[config.mk]
export PLATFORM = sky130hd
export DESIGN_NAME = rename_unit
export DESIGN_NICKNAME = d
export VERILOG_FILES = /design/src/rtl/rename_unit.sv
export SDC_FILE = /design/constraint.sdc
export NUM_CORES = 2
export LEC_CHECK = 0
export CAP_MARGIN = 20
export CORE_MARGIN = 10
export CORE_UTILIZATION = 47
export DETAILED_ROUTE_END_ITERATION = 6
export GPL_ROUTABILITY_DRIVEN = 0
export PLACE_DENSITY_LB_ADDON = 0.12
export SLEW_MARGIN = 10
export SYNTH_ARGS = -nofsm -noshare
export SYNTH_HDL_FRONTEND = slang
export SYNTH_SLANG_ARGS = --single-unit
[constraint.sdc]
create_clock -name clk -period 4.2 [get_ports clk]
set_clock_uncertainty 0.1 [all_clocks]
set_input_delay 0.42 -clock clk [delete_from_list [all_inputs] [get_ports clk]]
set_output_delay 0.42 -clock clk [all_outputs]
set_load 0.01 [all_outputs]
[src/rtl/rename_unit.sv]
// Register-rename stage between decode and dispatch: speculative RAT, circular
// free list and ready table, with a committed RAT and free-list head for flush recovery.
module rename_unit #(
    parameter  int ARCH_REGS = 32,
    parameter  int PHYS_REGS = 64,
    parameter  int ROB_DEPTH = 64,
    localparam int AREG_W    = $clog2(ARCH_REGS),
    localparam int PREG_W    = $clog2(PHYS_REGS),
    localparam int ROB_W     = $clog2(ROB_DEPTH)
) (
    input  logic              clk,
    input  logic              rst_n,
    input  logic              in_valid,
    output logic              in_ready,
    input  logic [AREG_W-1:0] in_sr1,
    input  logic [AREG_W-1:0] in_sr2,
    input  logic [AREG_W-1:0] in_dr,
    input  logic              in_dr_wen,
    output logic              out_valid,
    input  logic              out_ready,
    output logic [PREG_W-1:0] out_sr1_p,
    output logic [PREG_W-1:0] out_sr2_p,
    output logic [PREG_W-1:0] out_dr_p,
    output logic [PREG_W-1:0] out_old_dr_p,
    output logic              out_s1_ready,
    output logic              out_s2_ready,
    output logic [ROB_W-1:0]  out_rob_num,
    input  logic              wb_valid,
    input  logic [PREG_W-1:0] wb_p,
    input  logic              commit_valid,
    input  logic              commit_dr_wen,
    input  logic [AREG_W-1:0] commit_dr,
    input  logic [PREG_W-1:0] commit_p,
    input  logic [PREG_W-1:0] commit_old_p,
    input  logic              flush
);

    // One spare slot keeps tail - head unambiguous when the list is full.
    localparam int FL_CAP   = PHYS_REGS - ARCH_REGS;
    localparam int FL_DEPTH = FL_CAP + 1;
    localparam int FL_W     = $clog2(FL_DEPTH + 1);

    typedef logic [FL_W-1:0]   fl_ptr_t;
    typedef logic [PREG_W-1:0] preg_t;
    typedef logic [ROB_W-1:0]  rob_t;

    preg_t                rat       [ARCH_REGS];
    preg_t                crat      [ARCH_REGS];
    preg_t                free_list [FL_DEPTH];
    logic [PHYS_REGS-1:0] ready_q;

    fl_ptr_t head_q, commit_head_q, tail_q, count_q;
    fl_ptr_t head_n, commit_head_n, tail_n, count_n;
    rob_t    rob_cnt_q, commit_cnt_q, commit_cnt_n;
    logic    started_q;

    logic  fire, alloc, commit_push;
    preg_t alloc_p, sr1_p, sr2_p;
    logic  s1_ready, s2_ready;

    function automatic fl_ptr_t fl_inc(input fl_ptr_t p);
        return (p == fl_ptr_t'(FL_DEPTH - 1)) ? '0 : p + fl_ptr_t'(1);
    endfunction

    function automatic fl_ptr_t fl_dist(input fl_ptr_t t, input fl_ptr_t h);
        return (t >= h) ? t - h : t + fl_ptr_t'(FL_DEPTH) - h;
    endfunction

    function automatic rob_t rob_inc(input rob_t c);
        return (c == rob_t'(ROB_DEPTH - 1)) ? '0 : c + rob_t'(1);
    endfunction

    // Start-of-cycle count only: a same-cycle commit cannot unblock rename.
    assign in_ready    = started_q && !flush && (!out_valid || out_ready) && (count_q != '0);
    assign fire        = in_valid && in_ready;
    assign alloc       = fire && in_dr_wen && (in_dr != '0);
    assign commit_push = commit_valid && commit_dr_wen && (commit_dr != '0);
    assign alloc_p     = free_list[head_q];

    assign sr1_p    = rat[in_sr1];
    assign sr2_p    = rat[in_sr2];
    assign s1_ready = (in_sr1 == '0) || ready_q[sr1_p] || (wb_valid && (wb_p == sr1_p));
    assign s2_ready = (in_sr2 == '0) || ready_q[sr2_p] || (wb_valid && (wb_p == sr2_p));

    assign commit_cnt_n = commit_valid ? rob_inc(commit_cnt_q) : commit_cnt_q;

    // NOTE: every signal driven here gets a default first, so no latch is inferred.
    always_comb begin
        tail_n        = tail_q;
        commit_head_n = commit_head_q;
        head_n        = head_q;
        count_n       = count_q;
        if (commit_push) begin
            tail_n        = fl_inc(tail_q);
            commit_head_n = fl_inc(commit_head_q);
        end
        if (flush) begin
            head_n  = commit_head_n;
            count_n = fl_dist(tail_n, commit_head_n);
        end else begin
            if (alloc) head_n = fl_inc(head_q);
            case ({commit_push, alloc})
                2'b10:   count_n = count_q + fl_ptr_t'(1);
                2'b01:   count_n = count_q - fl_ptr_t'(1);
                default: count_n = count_q;
            endcase
        end
    end

    // NOTE: the mapping tables are reset explicitly; recovery relies on the identity map.
    always_ff @(posedge clk or negedge rst_n) begin
        if (!rst_n) begin
            for (int i = 0; i < ARCH_REGS; i++) begin
                rat[i]  <= preg_t'(i);
                crat[i] <= preg_t'(i);
            end
        end else begin
            if (commit_push) crat[commit_dr] <= commit_p;
            if (flush) begin
                for (int i = 0; i < ARCH_REGS; i++) begin
                    rat[i] <= (commit_push && (commit_dr == AREG_W'(i))) ? commit_p : crat[i];
                end
            end else if (alloc) begin
                rat[in_dr] <= alloc_p;
            end
        end
    end

    always_ff @(posedge clk or negedge rst_n) begin
        if (!rst_n) begin
            for (int i = 0; i < FL_DEPTH; i++) begin
                free_list[i] <= (i < FL_CAP) ? preg_t'(ARCH_REGS + i) : '0;
            end
        end else if (commit_push) begin
            free_list[tail_q] <= commit_old_p;
        end
    end

    // A writeback and an allocation of the same register cannot coincide; the clear is written last.
    always_ff @(posedge clk or negedge rst_n) begin
        if (!rst_n) begin
            ready_q <= '1;
        end else if (flush) begin
            ready_q <= '1;
        end else begin
            if (wb_valid) ready_q[wb_p]    <= 1'b1;
            if (alloc)    ready_q[alloc_p] <= 1'b0;
        end
    end

    always_ff @(posedge clk or negedge rst_n) begin
        if (!rst_n) begin
            head_q        <= '0;
            commit_head_q <= '0;
            tail_q        <= fl_ptr_t'(FL_CAP);
            count_q       <= fl_ptr_t'(FL_CAP);
            rob_cnt_q     <= '0;
            commit_cnt_q  <= '0;
            started_q     <= 1'b0;
        end else begin
            head_q        <= head_n;
            commit_head_q <= commit_head_n;
            tail_q        <= tail_n;
            count_q       <= count_n;
            commit_cnt_q  <= commit_cnt_n;
            started_q     <= 1'b1;
            if (flush)     rob_cnt_q <= commit_cnt_n;
            else if (fire) rob_cnt_q <= rob_inc(rob_cnt_q);
        end
    end

    always_ff @(posedge clk or negedge rst_n) begin
        if (!rst_n) begin
            out_valid    <= 1'b0;
            out_sr1_p    <= '0;
            out_sr2_p    <= '0;
            out_dr_p     <= '0;
            out_old_dr_p <= '0;
            out_s1_ready <= 1'b0;
            out_s2_ready <= 1'b0;
            out_rob_num  <= '0;
        end else if (flush) begin
            out_valid <= 1'b0;
        end else if (fire) begin
            out_valid    <= 1'b1;
            out_sr1_p    <= sr1_p;
            out_sr2_p    <= sr2_p;
            out_dr_p     <= alloc ? alloc_p : '0;
            out_old_dr_p <= alloc ? rat[in_dr] : '0;
            out_s1_ready <= s1_ready;
            out_s2_ready <= s2_ready;
            out_rob_num  <= rob_cnt_q;
        end else if (out_ready) begin
            out_valid <= 1'b0;
        end
    end

    free_list_no_overflow: assert property (@(posedge clk) disable iff (!rst_n)
        !(commit_push && !alloc && (count_q == fl_ptr_t'(FL_CAP))));

endmodule

==> results by group <==
Status
  • Outcome: finished, final reports clean

Die
  • Height of the chip: 302.8 um
  • Core Rows: slightly above 100
  • DIE AREA: roughly 0.092 mm^2
  • Core footprint: approximately 0.079 mm^2
  • Starting Density: a little under half
  • Die boundary width: 302.8 um
  • Boundary Pins: just over 80

Pwr
  • Max VDD drop: 473.7 uV
  • Pwr Density: ~570 mW/mm^2
  • Static Leak: between 15 and 20 nW

CTS
  • CTS Buf Count: 78
  • Sink Count: ~720
  • Clk buf depth: 3
  • H-tree levels: 3
  • Skew-Pair Late Insertion Delay: between 0.6 and 0.7 ns
  • # resized after CTS: 0
  • Root buf cell: clkbuf_16
  • Setup Fix Bufs, Post-CTS: 0
  • CTS tree: yes
  • Hold bufs inserted after CTS: 1
  • CTS clk-pin slew, worst paths: roughly 0.060 ns

Synth
  • Synth Flop Type: dfrtp_1
  • Top cell type's share of synthesized area: about a quarter
  • Complex-gate fraction of the synthesized area: between 10% and 20%
  • Multiplexer share of the synthesized area: between 20% and 30%
  • Synthesized area per cell: around 12 um^2
  • Simple-gate area share of the yosys netlist: between 6 and 7%
  • Synth top area cells: dfrtp_1, dfstp_2, mux2_2, mux4_2, a22oi_1
  • Cell count after synthesis: about 3,000
  • Count leader, synth: mux2_2
  • Xor/xnor share of the synthesized area: less than 1%
  • Largest family of logic cells by synthesized area: multiplexers
  • Yosys warning count: 0
  • Post-synth EDFFs: 0
  • Sequential fraction of the synthesis area: ~49%
  • Adder-cell share of the synthesized area: 0.9651%
  • Synthesized cell area: 0.03760 mm^2
  • Seq cells post-synth: a little over 700
  • FFs w/ async S/R, synth: 100.0%
  • Leading area contributor after synthesis: dfrtp_1
  • Mapped Nets: a little over 3,000
  • Synth top cells by count: mux2_2, dfrtp_1, dfstp_2
  • Netlist cell types: 87

STA
  • Fin crit period: approximately 3.9 ns
  • Slew Limit Headroom: 32.06%
  • Max Freq: 255.9 MHz
  • Final setup fails: 0
  • Final TNS setup: 0 ns
  • Final Cycle Share: between 90 and 100%
  • RSZ-0062 raised after global routing: no
  • Final slew viol count: 0
  • Fin. Hold Viols: 0
  • Worst-Margin Slew: around 1 ns

Setup path
  • Worst EP required: roughly 4.6 ns
  • Setup crit start kind: register
  • WP data arrival: 4.34 ns
  • WS Path Type: register to register
  • CP endpoint kind: register
  • Worst Path Max Fanout: 29

Global route
  • GR Util met2: 39.73%
  • Met3 usage: under 10%
  • Vias in the first global route: roughly 28,000
  • Remaining global-route overflow: 0
  • Overall Global Routing Usage: 26.82%
  • Met1 Use GR: roughly two fifths
  • Largest net degree at the start of global routing: around 110
  • First-pass GRT wire length: approximately 190 mm
  • Initial antenna violation count: 10
  • GRT Max-Usage Layer: met2

Finish
  • Post-layout util: a little over half
  • Multi-input gate area: roughly 0.018 mm^2
  • Reg area: 0.01835 mm^2
  • Area grow syn2layout: 13.90%
  • Share of cells above drive strength 1: around 39%
  • Nets: 3,222
  • Fill count: roughly 6,700

Worst hold path
  • HP Class: register to register

Routing
  • Routed Antenna Nets: 0
  • Drt wl/cell: ~29 um
  • DRT iter0 DRCs: approximately 3,200
  • Routed WL: 124.2 mm
  • Avg Vias per Cell: approximately 6.6
  • Residual DRC: 0
  • Via count: approximately 28,000
  • Drt pass-1 iters: 6

Placement
  • IO buf count: 80
  • Placed wire-length estimate: 87.86 mm

Flow run
  • Max Cap Viol: 0
## state kept, by name, summed over array words and instances (netlist names), 6 cells and up
signal	count
rat	192
out_rob_num	6
out_sr1_p	6
head_q	6
out_dr_p	6
commit_cnt_q	6
ready_q	64
rob_cnt_q	6
out_old_dr_p	6
free_list	198
count_q	6
out_sr2_p	6
tail_q	6
commit_head_q	6
crat	192
## critical path, cell delays in order (launching register included)
cell       delay, ns
dfrtp_4         0.58
buf_12          0.28
mux4_2          0.59
mux4_2          0.51
mux2i_1         0.35
a2bb2oi_4       0.24
buf_4           0.34
and3b_1         0.48
a41o_1          0.24
nand2_1         0.05
## kinds of logic after synthesis
| family | count (synthesis) |
|---|---|
| AO/OA/AOI/OAI | 738 |
| XOR/XNOR | 37 |
| adder cells (fa/ha/maj) | 26 |
| buffers and inverters | 262 |
| flip-flops | 716 |
| multiplexers | 731 |
| other | 1 |
| AND/OR/NAND/NOR | 533 |
## per-stage QoR
step	hold slack, ns	power, W	instance area, um^2	instances	setup WS, ns
2_1_floorplan	0.02441	0.01422	37600	3044	0.5825
3_3_place_gp	0.2605	0.01713	40250	4116	0.05968
3_5_place_dp	0.2623	0.01737	40280	4117	0.03150
4_1_cts	0.2764	0.02426	42810	4264	0.2562
5_1_grt	0.2885	0.02531	42820	4266	0.1602
6_report	0.2736	0.02422	42820	4267	0.2922
## layer usage
| layer | share of wire (%) | up-vias |
|---|---|---|
| li1 | - | 11717 |
| met1 | 43 | 14610 |
| met2 | 44 | 1456 |
| met3 | 10 | 270 |
| met4 | 3.3 | 12 |
| met5 | 0.063 | - |
## path summary, 6_finish.rpt
check / from / end / slack, ns / cells after the start
worst max-delay path: head_q[0] / ready_q[49] / 0.29 / 9
worst min-delay path: crat[188] / crat[188] / 0.27 / 0
worst max register to register: head_q[0] / ready_q[49] / 0.29 / 9
worst min register to register: crat[188] / crat[188] / 0.27 / 0
max in group asynchronous: rst_n / ready_q[16] / 2.53 / 3
min in group asynchronous: rst_n / rat[106] / 0.40 / 2
## power by group
group / leakage (nW) / switching (W) / internal, W
Combinational: 8.22 / 0.00408 / 0.00342
Clock: 1.24 / 0.00295 / 0.00387
Sequential: 8.51 / 0.00113 / 0.00876
Total: 18.0 / 0.00816 / 0.0161
## cell usage in the layout, fill, tap and decap left out, types with 141 or more instances in the layout
cell type / count
mux2_2: 401
dfrtp_1: 376
dfstp_2: 338
a22oi_1: 219
nand2_1: 216
o21ai_0: 200
mux4_2: 185
buf_4: 149
mux2i_1: 141
## area by class of cell
type	instances	share of cell area, %
tap	1050	3.068
multi-input combinational	2066	42.52
antenna	2	0.01169
timing repair buffer	247	5.309
sequential	716	42.84
inverter	40	0.3564
clock inverter	30	0.6486
clock buffer	116	5.244
(Power assumes the default switching activity.)
